===== config.mk =====
export PLATFORM = sky130hd
export DESIGN_NAME = multi_digit_counter_ssd
export DESIGN_NICKNAME = d
export VERILOG_FILES = /design/src/rtl/ssd_pkg.sv /design/src/rtl/ssd_hex_decoder.sv /design/src/rtl/multi_digit_counter_ssd.sv
export SDC_FILE = /design/constraint.sdc
export NUM_CORES = 1
export LEC_CHECK = 0
export CORE_MARGIN = 1.5
export CORE_UTILIZATION = 30
export DETAILED_ROUTE_END_ITERATION = 7
export HOLD_SLACK_MARGIN = 0.08
export PLACE_DENSITY = 0.49
export SKIP_LAST_GASP = 1
export SYNTH_ARGS = -nofsm -noshare
export SYNTH_HDL_FRONTEND = slang
export SYNTH_SLANG_ARGS = --single-unit

===== constraint.sdc =====
create_clock -name mdcs_clk -period 5.6 [get_ports mdcs_clk]
set_input_delay 1.12 -clock mdcs_clk [delete_from_list [all_inputs] [get_ports mdcs_clk]]
set_output_delay 1.12 -clock mdcs_clk [all_outputs]
set_load 0.1 [all_outputs]

===== src/rtl/ssd_pkg.sv =====
// Shared constants for the seven-segment counter/display slice.
// Glyphs are {a,b,c,d,e,f,g}, active-low: a 0 lights the segment.
package ssd_pkg;

  localparam logic [3:0] BCD_MAX = 4'd9;
  localparam logic [3:0] HEX_MAX = 4'd15;

  localparam logic [6:0] GLYPH_0     = 7'b0000001;
  localparam logic [6:0] GLYPH_1     = 7'b1001111;
  localparam logic [6:0] GLYPH_2     = 7'b0010010;
  localparam logic [6:0] GLYPH_3     = 7'b0000110;
  localparam logic [6:0] GLYPH_4     = 7'b1001100;
  localparam logic [6:0] GLYPH_5     = 7'b0100100;
  localparam logic [6:0] GLYPH_6     = 7'b0100000;
  localparam logic [6:0] GLYPH_7     = 7'b0001111;
  localparam logic [6:0] GLYPH_8     = 7'b0000000;
  localparam logic [6:0] GLYPH_9     = 7'b0000100;
  localparam logic [6:0] GLYPH_A     = 7'b0001000;
  localparam logic [6:0] GLYPH_B     = 7'b1100000;
  localparam logic [6:0] GLYPH_C     = 7'b0110001;
  localparam logic [6:0] GLYPH_D     = 7'b1000010;
  localparam logic [6:0] GLYPH_E     = 7'b0110000;
  localparam logic [6:0] GLYPH_F     = 7'b0111000;
  localparam logic [6:0] GLYPH_BLANK = 7'b1111111;

endpackage


===== src/rtl/ssd_hex_decoder.sv =====
// Combinational 4-bit digit to active-low seven-segment glyph decoder.
// Ports:
//   digit_i  4-bit digit value (0..F)
//   seg_o    segments {a,b,c,d,e,f,g}, active-low
module ssd_hex_decoder
  import ssd_pkg::*;
(
  input  logic [3:0] digit_i,
  output logic [6:0] seg_o
);

  always_comb begin
    // NOTE: default assigned first so every path drives seg_o and no latch is inferred.
    seg_o = GLYPH_BLANK;
    case (digit_i)
      4'h0: seg_o = GLYPH_0;
      4'h1: seg_o = GLYPH_1;
      4'h2: seg_o = GLYPH_2;
      4'h3: seg_o = GLYPH_3;
      4'h4: seg_o = GLYPH_4;
      4'h5: seg_o = GLYPH_5;
      4'h6: seg_o = GLYPH_6;
      4'h7: seg_o = GLYPH_7;
      4'h8: seg_o = GLYPH_8;
      4'h9: seg_o = GLYPH_9;
      4'hA: seg_o = GLYPH_A;
      4'hB: seg_o = GLYPH_B;
      4'hC: seg_o = GLYPH_C;
      4'hD: seg_o = GLYPH_D;
      4'hE: seg_o = GLYPH_E;
      4'hF: seg_o = GLYPH_F;
      default: seg_o = GLYPH_BLANK;
    endcase
  end

endmodule


===== src/rtl/multi_digit_counter_ssd.sv =====
// N-digit hex/BCD up/down counter with count prescaler and a
// time-multiplexed common-anode seven-segment scanner.
// Ports:
//   mdcs_clk       system clock
//   mdcs_rst       asynchronous active-low reset
//   mdcs_en        count enable, sampled on prescaler tick
//   mdcs_bcd       0 = hex digits, 1 = BCD digits
//   mdcs_down      0 = count up, 1 = count down
//   mdcs_clr       synchronous clear of count, prescaler and carry
//   mdcs_value     packed count, digit 0 in [3:0]
//   mdcs_carry     one-cycle pulse on wrap/borrow out of the MSD
//   mdcs_cc        segment cathodes {a..g}, active-low
//   mdcs_an        digit anodes, active-low, one-hot-low
//   mdcs_mode_led  {mdcs_bcd, mdcs_down}
module multi_digit_counter_ssd
  import ssd_pkg::*;
#(
  parameter int DIGITS   = 4,
  parameter int CNT_DIV  = 100000000,
  parameter int SCAN_DIV = 100000
) (
  input  logic                  mdcs_clk,
  input  logic                  mdcs_rst,
  input  logic                  mdcs_en,
  input  logic                  mdcs_bcd,
  input  logic                  mdcs_down,
  input  logic                  mdcs_clr,
  output logic [4*DIGITS-1:0]   mdcs_value,
  output logic                  mdcs_carry,
  output logic [6:0]            mdcs_cc,
  output logic [DIGITS-1:0]     mdcs_an,
  output logic [1:0]            mdcs_mode_led
);

  localparam int PW = (CNT_DIV > 1) ? $clog2(CNT_DIV) : 1;
  localparam int SW = (SCAN_DIV > 1) ? $clog2(SCAN_DIV) : 1;
  localparam int IW = (DIGITS > 1) ? $clog2(DIGITS) : 1;
  localparam logic [PW-1:0] PRESC_LAST = PW'(CNT_DIV - 1);
  localparam logic [SW-1:0] SCAN_LAST  = SW'(SCAN_DIV - 1);
  localparam logic [IW-1:0] IDX_LAST   = IW'(DIGITS - 1);

  // ---------------- prescaler ----------------
  logic [PW-1:0] presc_q, presc_d;
  logic          tick;
  logic          update;

  assign tick   = (presc_q == PRESC_LAST);
  // Clear wins over a coincident tick.
  assign update = tick & mdcs_en & ~mdcs_clr;

  always_comb begin
    presc_d = presc_q + 1'b1;
    if (tick || mdcs_clr) presc_d = '0;
  end

  // ---------------- digit chain ----------------
  logic [DIGITS-1:0][3:0] value_q, value_d;
  logic [DIGITS-1:0]      wrap;   // digit would wrap/borrow if stepped
  logic [DIGITS-1:0]      step;   // digit steps on this edge
  logic [3:0]             max_val;
  logic                   carry_q, carry_d;

  assign max_val = mdcs_bcd ? BCD_MAX : HEX_MAX;

  for (genvar i = 0; i < DIGITS; i++) begin : g_digit
    logic [3:0] cur;
    logic [3:0] nxt;
    logic       wrap_l;

    assign cur = value_q[i];

    always_comb begin
      nxt    = cur;
      wrap_l = 1'b0;
      if (!mdcs_down) begin
        // ">=" folds out-of-range BCD digits into the wrap case.
        if (cur >= max_val) begin
          nxt    = 4'd0;
          wrap_l = 1'b1;
        end else begin
          nxt = cur + 4'd1;
        end
      end else begin
        if (cur == 4'd0) begin
          nxt    = max_val;
          wrap_l = 1'b1;
        end else if (cur > max_val) begin
          // Only reachable in BCD mode after a switch from hex.
          nxt = BCD_MAX;
        end else begin
          nxt = cur - 4'd1;
        end
      end
    end

    assign wrap[i] = wrap_l;

    // Ripple enable computed from the wrap vector alone, so there is no
    // combinational loop through step.
    if (i == 0) begin : g_lsd
      assign step[i] = update;
    end else begin : g_upper
      assign step[i] = update & (&wrap[i-1:0]);
    end

    assign value_d[i] = step[i] ? nxt : cur;
  end

  assign carry_d = update & (&wrap);

  always_ff @(posedge mdcs_clk or negedge mdcs_rst) begin
    // NOTE: non-blocking assignments so every register samples pre-edge values.
    if (!mdcs_rst) begin
      presc_q <= '0;
      value_q <= '0;
      carry_q <= 1'b0;
    end else begin
      presc_q <= presc_d;
      carry_q <= carry_d;
      if (mdcs_clr) value_q <= '0;
      else          value_q <= value_d;
    end
  end

  // ---------------- scanner ----------------
  logic [SW-1:0]     scan_q, scan_d;
  logic [IW-1:0]     idx_q, idx_d;
  logic              slot_end;
  logic [DIGITS-1:0] an_q, an_d;
  logic [6:0]        cc_q, seg_next;

  assign slot_end = (scan_q == SCAN_LAST);

  always_comb begin
    scan_d = slot_end ? '0 : scan_q + 1'b1;
    idx_d  = idx_q;
    if (slot_end) idx_d = (idx_q == IDX_LAST) ? '0 : idx_q + 1'b1;
  end

  assign an_d = ~(DIGITS'(1) << idx_d);

  // Decode the digit at the new index so anode and glyph load on one edge.
  ssd_hex_decoder u_dec (
    .digit_i (value_q[idx_d]),
    .seg_o   (seg_next)
  );

  always_ff @(posedge mdcs_clk or negedge mdcs_rst) begin
    if (!mdcs_rst) begin
      scan_q <= '0;
      idx_q  <= '0;
      an_q   <= ~DIGITS'(1);
      cc_q   <= GLYPH_0;
    end else begin
      scan_q <= scan_d;
      idx_q  <= idx_d;
      if (slot_end) begin
        an_q <= an_d;
        cc_q <= seg_next;
      end
    end
  end

  assign mdcs_value    = value_q;
  assign mdcs_carry    = carry_q;
  assign mdcs_an       = an_q;
  assign mdcs_cc       = cc_q;
  assign mdcs_mode_led = {mdcs_bcd, mdcs_down};

endmodule


# --- Word level (Yosys, flattened, before mapping) ---
# Memories as Yosys holds them, arrays and structs flattened. A register that Yosys moved wholly into a read port is not among the register bits.
# Cells that the tools add are included.
op_classes:
  add_sub_neg: 11
  n_lt_le_gt_ge: 9
  n_eq_ne: 3
  n_shift: 1
  n_mux: 40
  bitwise: 8
  reduce_logical: 13
op_table:
  columns: ["cell", "count"]
  rows:
  - ["4-bit two-way mux", 21]
  - ["27-bit by 1-bit adder with 27-bit output, second input constant", 1]
  - ["27-bit == test, second input constant", 1]
  - ["27-bit two-way mux", 1]
  - ["17-bit by 1-bit adder with 17-bit output, second input constant", 1]
  - ["17-bit == test, second input constant", 1]
  - ["17-bit two-way mux", 1]
  - ["4-bit by 1-bit adder with 4-bit output, second input constant", 4]
  - ["4-bit greater-or-equal comparator", 4]
  - ["4-bit greater-than comparator", 4]
  - ["4-bit logical NOT", 4]
  - ["16-bit two-way mux", 1]
  - ["4-bit by 1-bit subtractor with 4-bit output, second input constant", 4]
  - ["1-bit two-way mux", 12]
  - ["4-bit binary-select mux with 2-bit select", 1]
  - ["2-bit nonzero test", 4]
  - ["1-bit AND", 6]
  - ["2-bit two-way mux", 2]
  - ["4-bit NOT", 1]
  - ["4-bit AND reduction", 1]
  - ["1-bit by 2-bit left shift with 4-bit output, first input constant", 1]
  - ["2-bit by 3-bit < comparator with 1-bit output, second input constant", 1]
  - ["3-bit two-way mux", 1]
  - ["3-bit AND reduction", 1]
  - ["other kinds (6)", 6]
totals:
  reg_bits: 67
  romBits: 112
  input_bits: 6
  n_memories: 1
mem_list:
  columns: ["memory", "words", "word_bits", "rd", "rd_ports_with_merged_regs", "wr", "line", "source"]
  rows:
  - ["(no name shown)", 16, 7, 1, 1, 0, "ssd_hex_decoder.sv:15", "case (digit_i)"]

# --- Depth between registers and ports, before layout ---
depth:
  depth_word: 8
  mapped_depth: 13
  depth_no_buf: 12

# --- Cells and area by module ---
# A second synthesis with hierarchy kept.
unflattened:
  hier_cells: 543
  area_unflattened_um2: 4952.2
modules_own_cells:
  columns: ["mod", "n_inst", "cells_per_inst", "area_each_um2", "seq_area_each_um2"]
  rows:
  - ["multi_digit_counter_ssd", 1, 511, 4677.0, 1856.8]
  - ["ssd_hex_decoder", 1, 32, 275.3, 0.0]

# --- Least setup slack after synthesis ---
# No wires, ideal clock.
synth_path:
  path_kind: "reg-to-reg"
  from: "register scan_q[5]"
  to: "register cc_q[6], in the netlist mdcs_cc[6]"
  arrival_ps: 3111
  required_ps: 5508
  path_slack_ps: 2397
  path_stages_with_launch: 10
  n_path_buf: 0
  period_less_slack_ps: 3203
  path_cell_list: "dfrtp_1 or4b_4 nor4_4 mux2i_1 mux2_2 inv_1 ha_1 inv_1 a22o_1 o31ai_2"
synth_between:
  elab_chain_len: 4
synth_rtl:
  columns: ["item", "line", "source"]
  rows:
  - ["from (decl)", "multi_digit_counter_ssd.sv:126", "logic [SW-1:0] scan_q, scan_d;"]
  - ["from (signal assigned)", "multi_digit_counter_ssd.sv:155", "scan_q <= scan_d;"]
  - ["17-bit == test (*)", "multi_digit_counter_ssd.sv:132", "assign slot_end = (scan_q == SCAN_LAST);"]
  - ["2-bit two-way mux", "multi_digit_counter_ssd.sv:137", "if (slot_end) idx_d = (idx_q == IDX_LAST) ? '0 : idx_q + 1'b1;"]
  - ["4-bit binary-select mux with 2-bit select", "multi_digit_counter_ssd.sv:144", ".digit_i (value_q[idx_d]),"]
  - ["4-bit two-way mux (implied by the code)", "multi_digit_counter_ssd.sv:144", null]
  - ["to (decl)", "multi_digit_counter_ssd.sv:130", "logic [6:0] cc_q, seg_next;"]
# Every way passes the cells marked *; elsewhere a longest branch is shown, timed or not. The select of a mux whose other input is x is not followed.
# A chain may end at the register's enable or synchronous reset.

# --- Final worst setup path ---
layout_path:
  from: "input port mdcs_bcd"
  to: "register value_q, in the netlist g_digit[3].cur[3]"
layout_between:
  elab_chain_len: 7
  word_cells_on_any_way: 21
  classes_between: "order compare (5); mux (13); bitwise (1); reduce/logical (2)"
layout_rtl:
  columns: ["item", "line", "source"]
  rows:
  - ["from (decl)", "multi_digit_counter_ssd.sv:25", "input logic mdcs_bcd,"]
  - ["3-bit two-way mux (*)", "multi_digit_counter_ssd.sv:63", "assign max_val = mdcs_bcd ? BCD_MAX : HEX_MAX;"]
  - ["4-bit greater-or-equal comparator or 4-bit greater-than comparator (tied branches)", "multi_digit_counter_ssd.sv:77, multi_digit_counter_ssd.sv:87", null]
  - ["1-bit two-way mux or 4-bit two-way mux (tied branches)", "multi_digit_counter_ssd.sv:77, multi_digit_counter_ssd.sv:87", null]
  - ["1-bit two-way mux or 4-bit two-way mux (tied branches)", "multi_digit_counter_ssd.sv:75, multi_digit_counter_ssd.sv:84", null]
  - ["3-bit AND reduction or 4-bit two-way mux (tied branches)", "multi_digit_counter_ssd.sv:103, multi_digit_counter_ssd.sv:75", null]
  - ["1-bit AND or 4-bit two-way mux (tied branches)", "multi_digit_counter_ssd.sv:103, multi_digit_counter_ssd.sv:106", null]
  - ["2-bit nonzero test (no source line) or 16-bit two-way mux (tied branches)", null, null]
  - ["to (signal assigned)", "multi_digit_counter_ssd.sv:121", "else value_q <= value_d;"]
  - ["to (decl)", "multi_digit_counter_ssd.sv:57", "logic [DIGITS-1:0][3:0] value_q, value_d;"]
# Marks and branches as above.

==> flow_summary.json <==
{
  "first_global_vias": 3790,
  "ys_async_sr_fraction": 1.000,
  "fin_worst_skew_ps": 6.523,
  "cpPeakStageDelay_ps": 760,
  "routedWlPerCell_microns": 14.46,
  "fin_crit_sh": 0.7024,
  "powerDensity_mw_per_mm2": 207.6,
  "maxCapViolCount": 0,
  "htreeDepth": 3,
  "synth.top_cell.area_share": 0.3662,
  "slowest_stage": "a211oi_1",
  "synthTopCellsByCount": "dfrtp_1, nor2_1, nand2_1",
  "die_y_microns": 129.3,
  "crit_type": "input pin to flip-flop",
  "cp_num_buf_inv": 2,
  "clockRootBuffer": "clkbuf_16",
  "setup_viol": 0,
  "power_leakage_nw": 2.366,
  "tightest_slew_ps": 972.7,
  "vias": 3910,
  "antenna_found_initial": 0,
  "seqPwrFrac": 0.470,
  "status": "finished, final reports clean",
  "start_util": 0.3112,
  "coreArea_sq_mm": 0.01537,
  "p_sw_frac": 0.2431,
  "synthFlopType": "dfrtp_1",
  "dieArea_sq_mm": 0.01671,
  "pin_count": 36,
  "port-buffer-count": 35,
  "dr.pass1.iters": 5,
  "netlist_area_sq_mm": 0.004783,
  "grt_overflow": 0,
  "p_int_w": 0.0008794,
  "cts_setup_buffers": 0,
  "cts_sinks": 74,
  "antenna_cells": 0,
  "ir_worst_vdd_v": 0.0001395,
  "clock.fmax_ghz": 0.2542,
  "synth_top_area_cell": "dfrtp_1",
  "rows": 45,
  "critical_path_arrival_ps": 4130,
  "synth.distinct_cells": 62,
  "grt_usage": 0.1447,
  "drt-initial-drc-count": 199,
  "endpoint_kind": "flip-flop",
  "min_path_type": "flip-flop to flip-flop",
  "synth_warnings": 0,
  "dpl.hpwl_microns": 7873,
  "grt_max_degree": 75,
  "rsz0062_at_grt": "false",
  "finalMaxSlewViolations": 0,
  "gp_congestion": 0.8971,
  "cts.repair.resized": 0,
  "vias_per_cell": 4.987,
  "crit_path_start_kind": "input pin",
  "synth_nets": 575,
  "path_delay_family": "compound AO/OA/AOI/OAI gates",
  "finalWorstPathRequiredPeriod_ps": 3934,
  "clkLatencyLatePin_ps": 340,
  "ant_nets": 0,
  "syn_area_per_cell_sq_um": 8.858,
  "cp_cell_sequence": "clkdlybuf4s50_1 > buf_4 > ha_1 > a21o_1 > a21oi_1 > o31ai_1 > nand4_1 > a211oi_1 > mux2i_1 > nor3_1",
  "synth-edff-count": 0,
  "timing.final.hold_violations": 0,
  "nets": 603,
  "postSynthCellCount": 540,
  "p_sw_w": 0.0002825,
  "clockPowerShare": 0.449,
  "cts_buffers": 9,
  "comb_power_share": 0.081,
  "ctsHoldBuffers": 0,
  "cp_max_fo": 16,
  "ys_ff_latch": 74,
  "clk_path_buf_depth": 2,
  "drive_above_1_share": 0.05759,
  "synth.area.top_cells": "dfrtp_1, ha_1, nor2_1, xor2_1, nand2_1",
  "crit_required_ps": 5800,
  "tritoncts": "built",
  "routed_wirelength_microns": 11340,
  "die_x_microns": 129.3,
  "tns_ps": 0,
  "holdWs_ps": 477.5,
  "grt_pass1_wl_microns": 19090,
  "clkTransAtPathRegs_ps": 60,
  "ys_seq_area_frac": 0.3882,
  "relSlewSlack": 0.3495,
  "syn_to_final_growth_pct": 17.00,
  "drc": 0
}
final cells by class:
class                   count  area (sq um)
well taps                 211         264.0
multi-input cells         416          2733
flip-flops and latches     74          1857
inverters                  27         101.3
fillers                  1592          9774
repair buffers             40         380.4
clock buffers              16         261.5
cell families (layout without fill, tap and decap cells):
group           count (synthesis)  in the layout  synth area share
compound gates                111            111            0.1541
buf+inv                        50             83           0.04159
fa+ha+maj                      29             29           0.07586
simple gates                  215            215            0.2231
flops                          74             74            0.3882
mux                            18             18           0.03845
xor+xnor                       43             43           0.07873
worst paths after layout:
check / start / endpoint / slack, ps / cells past startpoint
setup reg to reg: scan_q[5]$_DFF_PN0_ / mdcs_cc[6]$_DFFE_PN0N_ / 2000 / 10
hold / removal: mdcs_cc[6]$_DFFE_PN0N_ / mdcs_cc[6]$_DFFE_PN0N_ / 480 / 2
setup / recovery: mdcs_bcd / g_digit[3].cur[3]$_DFFE_PN0P_ / 1670 / 10
hold reg to reg: mdcs_cc[6]$_DFFE_PN0N_ / mdcs_cc[6]$_DFFE_PN0N_ / 480 / 2
min in group asynchronous: mdcs_rst / mdcs_cc[5]$_DFFE_PN0N_ / 930 / 1
max in group asynchronous: mdcs_rst / g_digit[0].cur[1]$_DFFE_PN0P_ / 4060 / 1
sequential cells by signal, indices dropped and copies added (netlist names):
name	count
g_digit.cur	16
idx_q	2
mdcs_an	4
mdcs_carry	1
mdcs_cc	7
presc_q	27
scan_q	17
layer usage:
metal	vias to the layer above	wire length, microns	GRT usage
li1	1978	-	-
met5	-	0	0
met1	1840	5688	0.2007
met2	79	5002	0.2175
met4	0	157	0.04296
met3	13	492	0.04294
power by group through the flow:
| stage | sequential (W) | combinational [W] | clock (W) |
|---|---|---|---|
| final | 0.000546 | 0.0000940 | 0.000522 |
| after global routing | 0.000547 | 0.000105 | 0.000564 |
| after CTS | 0.000546 | 0.0000954 | 0.000547 |
| after detailed placement | 0.000556 | 0.0000950 | 0 |
| after global placement | 0.000556 | 0.0000924 | 0 |
| after floorplan | 0.000565 | 0.0000511 | 0 |
stage by stage:
step | util | worst slack [ps] | cell area (sq um) | cells | power [W]
2_1_floorplan | - | 2397 | 4783 | 540 | 0.0006164
4_1_cts | 0.3641 | 1719 | 5597 | 784 | 0.001189
3_3_place_gp | 0.3471 | 1502 | 5335 | 768 | 0.0006483
6_report | 0.3641 | 1666 | 5597 | 784 | 0.001162
3_5_place_dp | 0.3471 | 1340 | 5335 | 768 | 0.0006510
5_1_grt | 0.3641 | 1456 | 5597 | 784 | 0.001217
worst reg2reg max path, stage by stage, from the launching register on:
cell and delay [ps]:
dfrtp_1 440, or4b_4 580, nor4_4 320, buf_4 370
mux2i_1 560, mux2_2 470, inv_1 130, ha_1 170
inv_1 60, a22o_1 200, o31ai_2 200
layout by cell type (no fill, tap or decap), types with 5 or more instances in the layout:
master,n
nor2_1,70
dfrtp_1,70
nand2_1,47
clkdlybuf4s50_1,32
ha_1,29
o21ai_0,27
inv_1,26
nand3_1,26
xor2_1,25
a21oi_1,23
xnor2_1,18
mux2i_1,15
nand4_1,14
and3_1,11
nor3_1,9
a211oi_1,9
o22ai_1,9
clkbuf_16,9
buf_4,8
clkbuf_1,6
and4_1,5
o31ai_1,5
nand2b_1,5
Note: power is estimated with default switching activity, not from simulation.
